<file path="config.mk">
export PLATFORM = sky130hd
export DESIGN_NAME = decoder_scan_n_flat
export DESIGN_NICKNAME = d
export VERILOG_FILES = /design/src/rtl/decoder_scan_n_if.sv /design/src/rtl/decoder_scan_n.sv /design/src/flat_wrapper.sv
export SDC_FILE = /design/constraint.sdc
export NUM_CORES = 1
export LEC_CHECK = 0
export CORE_MARGIN = 5
export CORE_UTILIZATION = 49
export DETAILED_ROUTE_END_ITERATION = 10
export HOLD_SLACK_MARGIN = 0.08
export PLACE_DENSITY = 0.82
export SLEW_MARGIN = 10
export SYNTH_ARGS = -nofsm -noshare
export SYNTH_HDL_FRONTEND = slang
export SYNTH_SLANG_ARGS = --single-unit
</file>
<file path="constraint.sdc">
create_clock -name clk -period 2.7 [get_ports clk]
set_input_delay 0.27 -clock clk [delete_from_list [all_inputs] [get_ports clk]]
set_output_delay 0.27 -clock clk [all_outputs]
set_load 0.01 [all_outputs]
</file>
<file path="src/rtl/decoder_scan_n_if.sv">
// Bus bundle for decoder_scan_n: control strobes in, registered select outputs back.
// Handshake: load is a one-cycle strobe with no ready; the block accepts it on every enabled edge. valid marks a y with exactly one active line.
interface decoder_scan_n_if #(
  parameter int SEL_W   = 3,
  parameter int NUM_OUT = 8
);
  logic               en;
  logic               mode;
  logic               load;
  logic [SEL_W-1:0]   sel_in;
  logic [NUM_OUT-1:0] y;
  logic [SEL_W-1:0]   idx;
  logic               valid;
  logic               step;
  logic               range_err;

  modport master (
    output en, mode, load, sel_in,
    input  y, idx, valid, step, range_err
  );

  modport slave (
    input  en, mode, load, sel_in,
    output y, idx, valid, step, range_err
  );
endinterface

</file>
<file path="src/rtl/decoder_scan_n.sv">
// Registered one-hot decoder with selectable polarity; direct mode decodes a loaded index,
// scan mode advances the index every PRESCALE enabled cycles for display/keypad multiplexing.
module decoder_scan_n #(
  parameter int SEL_W      = 3,
  parameter int NUM_OUT    = 8,
  parameter int ACTIVE_LOW = 0,
  parameter int PRESCALE   = 4
) (
  input  logic           clk,
  input  logic           rst_n,
  decoder_scan_n_if.slave bus
);

  localparam int                 CNT_W    = (PRESCALE > 1) ? $clog2(PRESCALE) : 1;
  localparam logic [CNT_W-1:0]   CNT_LAST = CNT_W'(PRESCALE - 1);
  localparam logic [SEL_W-1:0]   IDX_LAST = SEL_W'(NUM_OUT - 1);
  localparam logic [NUM_OUT-1:0] INACTIVE = (ACTIVE_LOW != 0) ? '1 : '0;

  logic [SEL_W-1:0]   idx_q, idx_d;
  logic [CNT_W-1:0]   cnt_q, cnt_d;
  logic               mode_q, mode_d;
  logic [NUM_OUT-1:0] y_q, y_d;
  logic               valid_q, valid_d;
  logic               step_q, step_d;
  logic               err_q, err_d;
  logic [NUM_OUT-1:0] onehot;
  logic               sel_ok;
  logic               mode_change;

  assign sel_ok      = (32'(bus.sel_in) < NUM_OUT);
  assign mode_change = (bus.mode != mode_q);

  always_comb begin
    idx_d   = idx_q;
    cnt_d   = cnt_q;
    mode_d  = mode_q;
    step_d  = 1'b0;
    err_d   = 1'b0;
    valid_d = 1'b0;
    onehot  = '0;
    y_d     = INACTIVE;
    if (bus.en) begin
      mode_d  = bus.mode;
      valid_d = 1'b1;
      if (bus.load && sel_ok) begin
        idx_d = bus.sel_in;
        cnt_d = '0;
      end else if (bus.load) begin
        // Rejected load keeps index and phase; only a mode change may still clear the phase.
        err_d   = 1'b1;
        valid_d = 1'b0;
        if (mode_change) cnt_d = '0;
      end else if (mode_change || !bus.mode) begin
        cnt_d = '0;
      end else if (cnt_q == CNT_LAST) begin
        cnt_d  = '0;
        step_d = 1'b1;
        idx_d  = (idx_q == IDX_LAST) ? '0 : idx_q + 1'b1;
      end else begin
        cnt_d = cnt_q + 1'b1;
      end
      // Decode the next index so y and idx land on the same edge.
      for (int i = 0; i < NUM_OUT; i++) begin
        onehot[i] = (idx_d == SEL_W'(i));
      end
      if (valid_d) y_d = onehot ^ INACTIVE;
    end
  end

  always_ff @(posedge clk) begin
    if (!rst_n) begin
      idx_q   <= '0;
      cnt_q   <= '0;
      mode_q  <= 1'b0;
      y_q     <= INACTIVE;
      valid_q <= 1'b0;
      step_q  <= 1'b0;
      err_q   <= 1'b0;
    end else begin
      idx_q   <= idx_d;
      cnt_q   <= cnt_d;
      mode_q  <= mode_d;
      y_q     <= y_d;
      valid_q <= valid_d;
      step_q  <= step_d;
      err_q   <= err_d;
    end
  end

  assign bus.y         = y_q;
  assign bus.idx       = idx_q;
  assign bus.valid     = valid_q;
  assign bus.step      = step_q;
  assign bus.range_err = err_q;

endmodule

</file>
<file path="src/flat_wrapper.sv">
// flat-port wrapper written by rule: the top's interface ports become plain ports
module decoder_scan_n_flat 
#(
  parameter int SEL_W      = 3,
  parameter int NUM_OUT    = 8,
  parameter int ACTIVE_LOW = 0,
  parameter int PRESCALE   = 4
)
  (clk, rst_n, bus_en, bus_mode, bus_load, bus_sel_in, bus_y, bus_idx, bus_valid, bus_step, bus_range_err);
  decoder_scan_n_if #(.SEL_W(SEL_W), .NUM_OUT(NUM_OUT)) bus_i ();
  input  logic clk;
  input  logic rst_n;
  input wire logic [$bits(bus_i.en)-1:0] bus_en;
  input wire logic [$bits(bus_i.mode)-1:0] bus_mode;
  input wire logic [$bits(bus_i.load)-1:0] bus_load;
  input wire logic [$bits(bus_i.sel_in)-1:0] bus_sel_in;
  output wire logic [$bits(bus_i.y)-1:0] bus_y;
  output wire logic [$bits(bus_i.idx)-1:0] bus_idx;
  output wire logic [$bits(bus_i.valid)-1:0] bus_valid;
  output wire logic [$bits(bus_i.step)-1:0] bus_step;
  output wire logic [$bits(bus_i.range_err)-1:0] bus_range_err;
  assign bus_i.en = bus_en;
  assign bus_i.mode = bus_mode;
  assign bus_i.load = bus_load;
  assign bus_i.sel_in = bus_sel_in;
  assign bus_y = bus_i.y;
  assign bus_idx = bus_i.idx;
  assign bus_valid = bus_i.valid;
  assign bus_step = bus_i.step;
  assign bus_range_err = bus_i.range_err;
  decoder_scan_n #(.SEL_W(SEL_W), .NUM_OUT(NUM_OUT), .ACTIVE_LOW(ACTIVE_LOW), .PRESCALE(PRESCALE)) u_core (.clk(clk), .rst_n(rst_n), .bus(bus_i));
endmodule
</file>
After elaboration in Yosys (flattened, before gate mapping)
Cells that the tools add are included.
{"block": "classes", "n_addsub": 2, "muxes": 10, "n_bitwise": 2, "eq_ne": 10, "reduce_logical": 6}
{"cell": "3-bit == test, second input constant", "n": 5}
{"cell": "3-bit 2-to-1 mux", "n": 5}
{"cell": "3-bit by 2-bit == test with 1-bit output, second input constant", "n": 2}
{"cell": "2-bit 2-to-1 mux", "n": 3}
{"cell": "4-bit OR reduction", "n": 1}
{"cell": "3-bit by 1-bit adder with 3-bit output, second input constant", "n": 1}
{"cell": "3-bit by 1-bit == test with 1-bit output, second input constant", "n": 1}
{"cell": "3-bit logical NOT", "n": 1}
{"cell": "3-bit AND reduction", "n": 1}
{"cell": "2-bit by 1-bit adder with 2-bit output, second input constant", "n": 1}
{"cell": "2-bit == test, second input constant", "n": 1}
{"cell": "1-bit 2-to-1 mux", "n": 2}
{"cell": "1-bit NOT", "n": 2}
{"cell": "2-bit AND reduction", "n": 1}
{"cell": "1-bit logical NOT", "n": 1}
{"cell": "1-bit logical OR", "n": 1}
{"cell": "1-bit inequality test", "n": 1}
{"block": "word_totals", "in_bits": 8, "reg_bits": 16, "word_cells": 36, "out_inout_bits": 14}

Depth between registers and ports, before layout
{"block": "depth", "ltp_word": 7, "mapped_depth": 5, "mapped_depth_nobuf": 5}

Worst setup path before layout
No wires, ideal clock.
{"block": "synth_path", "path_kind": "reg-to-reg", "startpoint": "register u_core.idx_q[0] (netlist: u_core.bus.idx[0])", "endpoint": "register u_core.y_q[0] (netlist: u_core.bus.y[0])", "synth_period_minus_slack_ns": 1.749, "stages_incl_launch_ff": 6, "path_buffers": 0, "arrival_time_ns": 1.645, "setup_time_ns": 0.103, "setup_slack_ns": 0.951, "t_required_ns": 2.597, "path_cell_list": "dfxtp_1 ha_1 ha_1 and4_1 a211o_1 a2111oi_2"}
{"block": "synth_via", "elab_chain_len": 7, "word_cells_on_any_way": 8, "classes_between": "add/sub (1); eq/ne (1); mux (5); reduce/logical (1)"}
{"element": "start, declared", "line": "decoder_scan_n.sv:19", "source": "logic [SEL_W-1:0] idx_q, idx_d;"}
{"element": "start signal, assigned", "line": "decoder_scan_n.sv:80", "source": "idx_q <= idx_d;"}
{"element": "3-bit by 1-bit adder with 3-bit output / 3-bit == test (equally long branches)", "line": "decoder_scan_n.sv:58", "source": "idx_d = (idx_q == IDX_LAST) ? '0 : idx_q + 1'b1;"}
{"element": "3-bit 2-to-1 mux", "line": "decoder_scan_n.sv:58"}
{"element": "3-bit 2-to-1 mux", "line": "decoder_scan_n.sv:55", "source": "end else if (cnt_q == CNT_LAST) begin"}
{"element": "3-bit 2-to-1 mux (*)", "line": "decoder_scan_n.sv:53", "source": "end else if (mode_change || !bus.mode) begin"}
{"element": "3-bit 2-to-1 mux (*)", "line": "decoder_scan_n.sv:45", "source": "if (bus.load && sel_ok) begin"}
{"element": "3-bit 2-to-1 mux (*)", "line": "decoder_scan_n.sv:42", "source": "if (bus.en) begin"}
{"element": "3-bit logical NOT (*)", "line": "decoder_scan_n.sv:64", "source": "onehot[i] = (idx_d == SEL_W'(i));"}
{"element": "end signal, assigned", "line": "decoder_scan_n.sv:83", "source": "y_q <= y_d;"}
{"element": "end, declared", "line": "decoder_scan_n.sv:22", "source": "logic [NUM_OUT-1:0] y_q, y_d;"}
Every way passes the cells marked *; elsewhere a longest branch is shown, timed or not. The select of a mux whose other input is x is not followed.
A chain may end at the register's enable or synchronous reset.

Final worst setup path
{"block": "layout_path", "startpoint": "register u_core.idx_q[0] (netlist: u_core.bus.idx[0])", "endpoint": "register u_core.y_q[7] (netlist: u_core.bus.y[7])"}
{"block": "layout_via", "elab_chain_len": 7, "word_cells_on_any_way": 8, "classes_between": "add/sub (1); eq/ne (2); mux (5)"}
{"element": "3-bit by 1-bit adder with 3-bit output / 3-bit == test (equally long branches)", "line": "decoder_scan_n.sv:58"}
{"element": "3-bit 2-to-1 mux", "line": "decoder_scan_n.sv:58"}
{"element": "3-bit 2-to-1 mux", "line": "decoder_scan_n.sv:55"}
{"element": "3-bit 2-to-1 mux (*)", "line": "decoder_scan_n.sv:53"}
{"element": "3-bit 2-to-1 mux (*)", "line": "decoder_scan_n.sv:45"}
{"element": "3-bit 2-to-1 mux (*)", "line": "decoder_scan_n.sv:42"}
{"element": "3-bit == test (*)", "line": "decoder_scan_n.sv:64"}
Marks and branches as above.

==> flow_summary.toml <==
[routing]
drtPass1Iterations = 4
drc = 0
wl_mm = 1.55
via_count = 644
drtAntennaViolNets = 0
avgRoutedWirePerCell_um = 13.8
vias_per_cell = 5.75
drt-initial-drc-count = 16

[floorplan]
die-area_um2 = 2460
die_width_um = 49.6
die_h_um = 49.6
rows = 14
pin_count = 22
core_um2 = 1510
initial_core_util = 0.511

[final_layout]
final_cells = 112
fin_nets = 108
diodes = 0
drive_gt1_frac = 0.146
syn2layout_area_growth_pct = 28.6
fillCellCount = 133
final_util = 0.657

[timing]
setup_viol = 0
finalCritPeriodShare = 0.693
fmax_mhz = 535
rsz0062_at_grt = "false"
setup_slack_ps = 829
finalSetupTns_ps = 0
finClkSkew_ps = 3.20
finalHoldViolations = 0
slew_violations = 0
tightest_slew_ps = 578
max-slew-margin-rel = 0.612
timing.final.crit_period_ps = 1870

[pwr]
powerDensity_nw_per_um2 = 483
vdd_drop_max_uv = 284
leakage_nw = 0.373
power.total_mw = 0.478

[critical_path]
rrSetupSlack_ps = 830
crit_required_ps = 2840
cp-end-kind = "register"
reg2regPathDepth = 5
arrival_ps = 2010
r2r_start = "u_core.bus.idx[0]"
r2r_end = "u_core.bus.y[7]"
cp-start-kind = "register"
crit_type = "reg2reg"
worstPathMaxFanout = 6

[synthesis]
synth_nets = 88
ys_warn_count = 0
synth_top_cells_by_area = "dfxtp_1, a2111oi_2, ha_1"
ys.flop_type = "dfxtp_1"
synth_edf_count = 0
avgSynthCellArea_um2 = 9.99
syn-cell-area_um2 = 769
yosys_register_bits = 16
netlist_instances = 77
seq_area_frac_synth = 0.416
yosysTopAreaCell = "dfxtp_1"
synth_top_area_frac = 0.416
synth_cell_types = 34
async_flop_share = 0

[status]
outcome = "completed"

[flow_run]
max_cap_violations = 0

[clock_tree]
cts_tree = "done"
clk_latency_ps = 280
htree_levels = 1
clock-sinks = 16
cts_buffers = 3
clk_path_buf_depth = 2
cts_setup_buffers = 0
ctsResizeCount = 0
hold_buffers = 0
cts_root_buffer = "clkbuf_4"
clk_pin_slew_ps = 90

[worst_hold_path]
hold_path_startpoint = "u_core.cnt_q[1]"
hold_path_class = "reg2reg"
holdPathEnd = "u_core.cnt_q[1]"
min_path_cells = 2

[placement]
dpl_worst_slack_ps = 696
gp_congestion = 0.851
port_buffers = 20
dpl.hpwl_mm = 1.21
dp_cells = 108

[global_route]
grt_pass1_vias = 587
grt_use_met1 = 0.156
grt_max_degree = 13
busiest_layer = "met2"
grtUsageMet2 = 0.220
grt_usage = 0.131
overflow = 0
antenna_found_initial = 0
grt_pass1_wl_mm = 2.57
grtUsageMet3 = 0.0301
-- metrics by stage --
| stage | hold WS (ps) | instance area [um2] |
|---|---|---|
| CTS | 490 | 990 |
| global route | 513 | 990 |
| floorplan | 432 | 769 |
| detailed placement | 476 | 953 |
| finish | 487 | 990 |
| global placement | 458 | 953 |
-- Yosys cell counts, types with 2 or more instances --
cell / n
nor2_1: 3
nand3_1: 3
o21ai_0: 3
nand4_1: 2
dfxtp_1: 16
a21oi_1: 2
a31oi_1: 2
a2111oi_2: 4
ha_1: 3
nor4_1: 4
buf_4: 2
buf_2: 2
nand2_1: 5
nand2b_1: 2
inv_1: 4
nor2b_1: 2
-- kinds of logic (layout without fill, tap and decap cells) --
group                      count (synthesis)  in the layout  synth area share
and+or+nand+nor                           27             27             0.210
muxes                                      1              1            0.0130
DFF                                       16             16             0.416
AOI/OAI and AO/OA                         20             20             0.241
other                                      1              1           0.00487
adders and majority gates                  3              3            0.0488
buffers and inverters                      9             28            0.0667
-- flip-flops by register name, indices dropped and copies added, names as in the netlist --
signal	count
u_core.bus.y	8
u_core.bus.idx	3
u_core.cnt_q	2
u_core.bus.step	1
u_core.bus.valid	1
u_core.mode_q	1
-- worst max-delay path by stage --
stage / startpoint / slack, ps / depth (start not counted) / to
2_1_floorplan: u_core.bus.idx[0] / 950 / 5 / u_core.bus.y[0]
3_3_place_gp: bus_load / 760 / 4 / u_core.bus.y[3]
3_5_place_dp: bus_load / 700 / 4 / u_core.bus.y[7]
4_1_cts: u_core.bus.idx[0] / 830 / 5 / u_core.bus.y[7]
5_1_grt: u_core.bus.idx[0] / 730 / 5 / u_core.bus.y[2]
6_report: u_core.bus.idx[0] / 830 / 5 / u_core.bus.y[7]
-- placed cells by master, fill, tap and decap left out --
master	n
o211ai_1	1
a311o_1	1
a221oi_1	1
a211o_1	1
conb_1	1
nand3_1	3
o211a_2	1
mux2i_1	1
clkdlybuf4s50_1	20
nor2b_1	2
and4_1	1
a2111oi_2	4
o21ai_0	3
nand4b_2	1
o221a_4	1
clkbuf_8	1
or2_2	1
o221ai_1	1
and3_2	1
nor2_1	3
inv_1	4
nand2b_1	2
ha_1	3
dfxtp_1	16
a31oi_1	2
or4_1	1
a21oi_1	2
nor4_1	4
o22ai_1	1
nand2b_2	1
clkbuf_4	3
nand2_1	5
a211oi_1	1
nand4_1	2
-- critical path, stage by stage, from the launching register on --
cell	delay, ps
dfxtp_1	370
ha_1	220
ha_1	260
and4_1	210
a211oi_1	510
nor4_1	160
-- metal layers --
layer	wire [um]	vias to the layer above
li1	-	328
met1	676	295
met2	759	19
met3	96	2
met4	15	0
met5	0	-
-- where the power goes --
part / switching [mW] / internal, mW
Sequential: 0.00626 / 0.243
Clock: 0.0733 / 0.0821
Combinational: 0.0380 / 0.0353
Total: 0.118 / 0.360
-- final cells by class --
class | count | area [um2] | share of cell area
Clock buffer | 4 | 36.3 | 0.0367
Inverter | 4 | 15.0 | 0.0152
Multi-Input combinational cell | 52 | 398 | 0.402
Sequential cell | 16 | 320 | 0.324
Tap cell | 16 | 20.0 | 0.0202
Timing Repair Buffer | 20 | 200 | 0.202
Note: power is estimated with default switching activity, not from simulation.
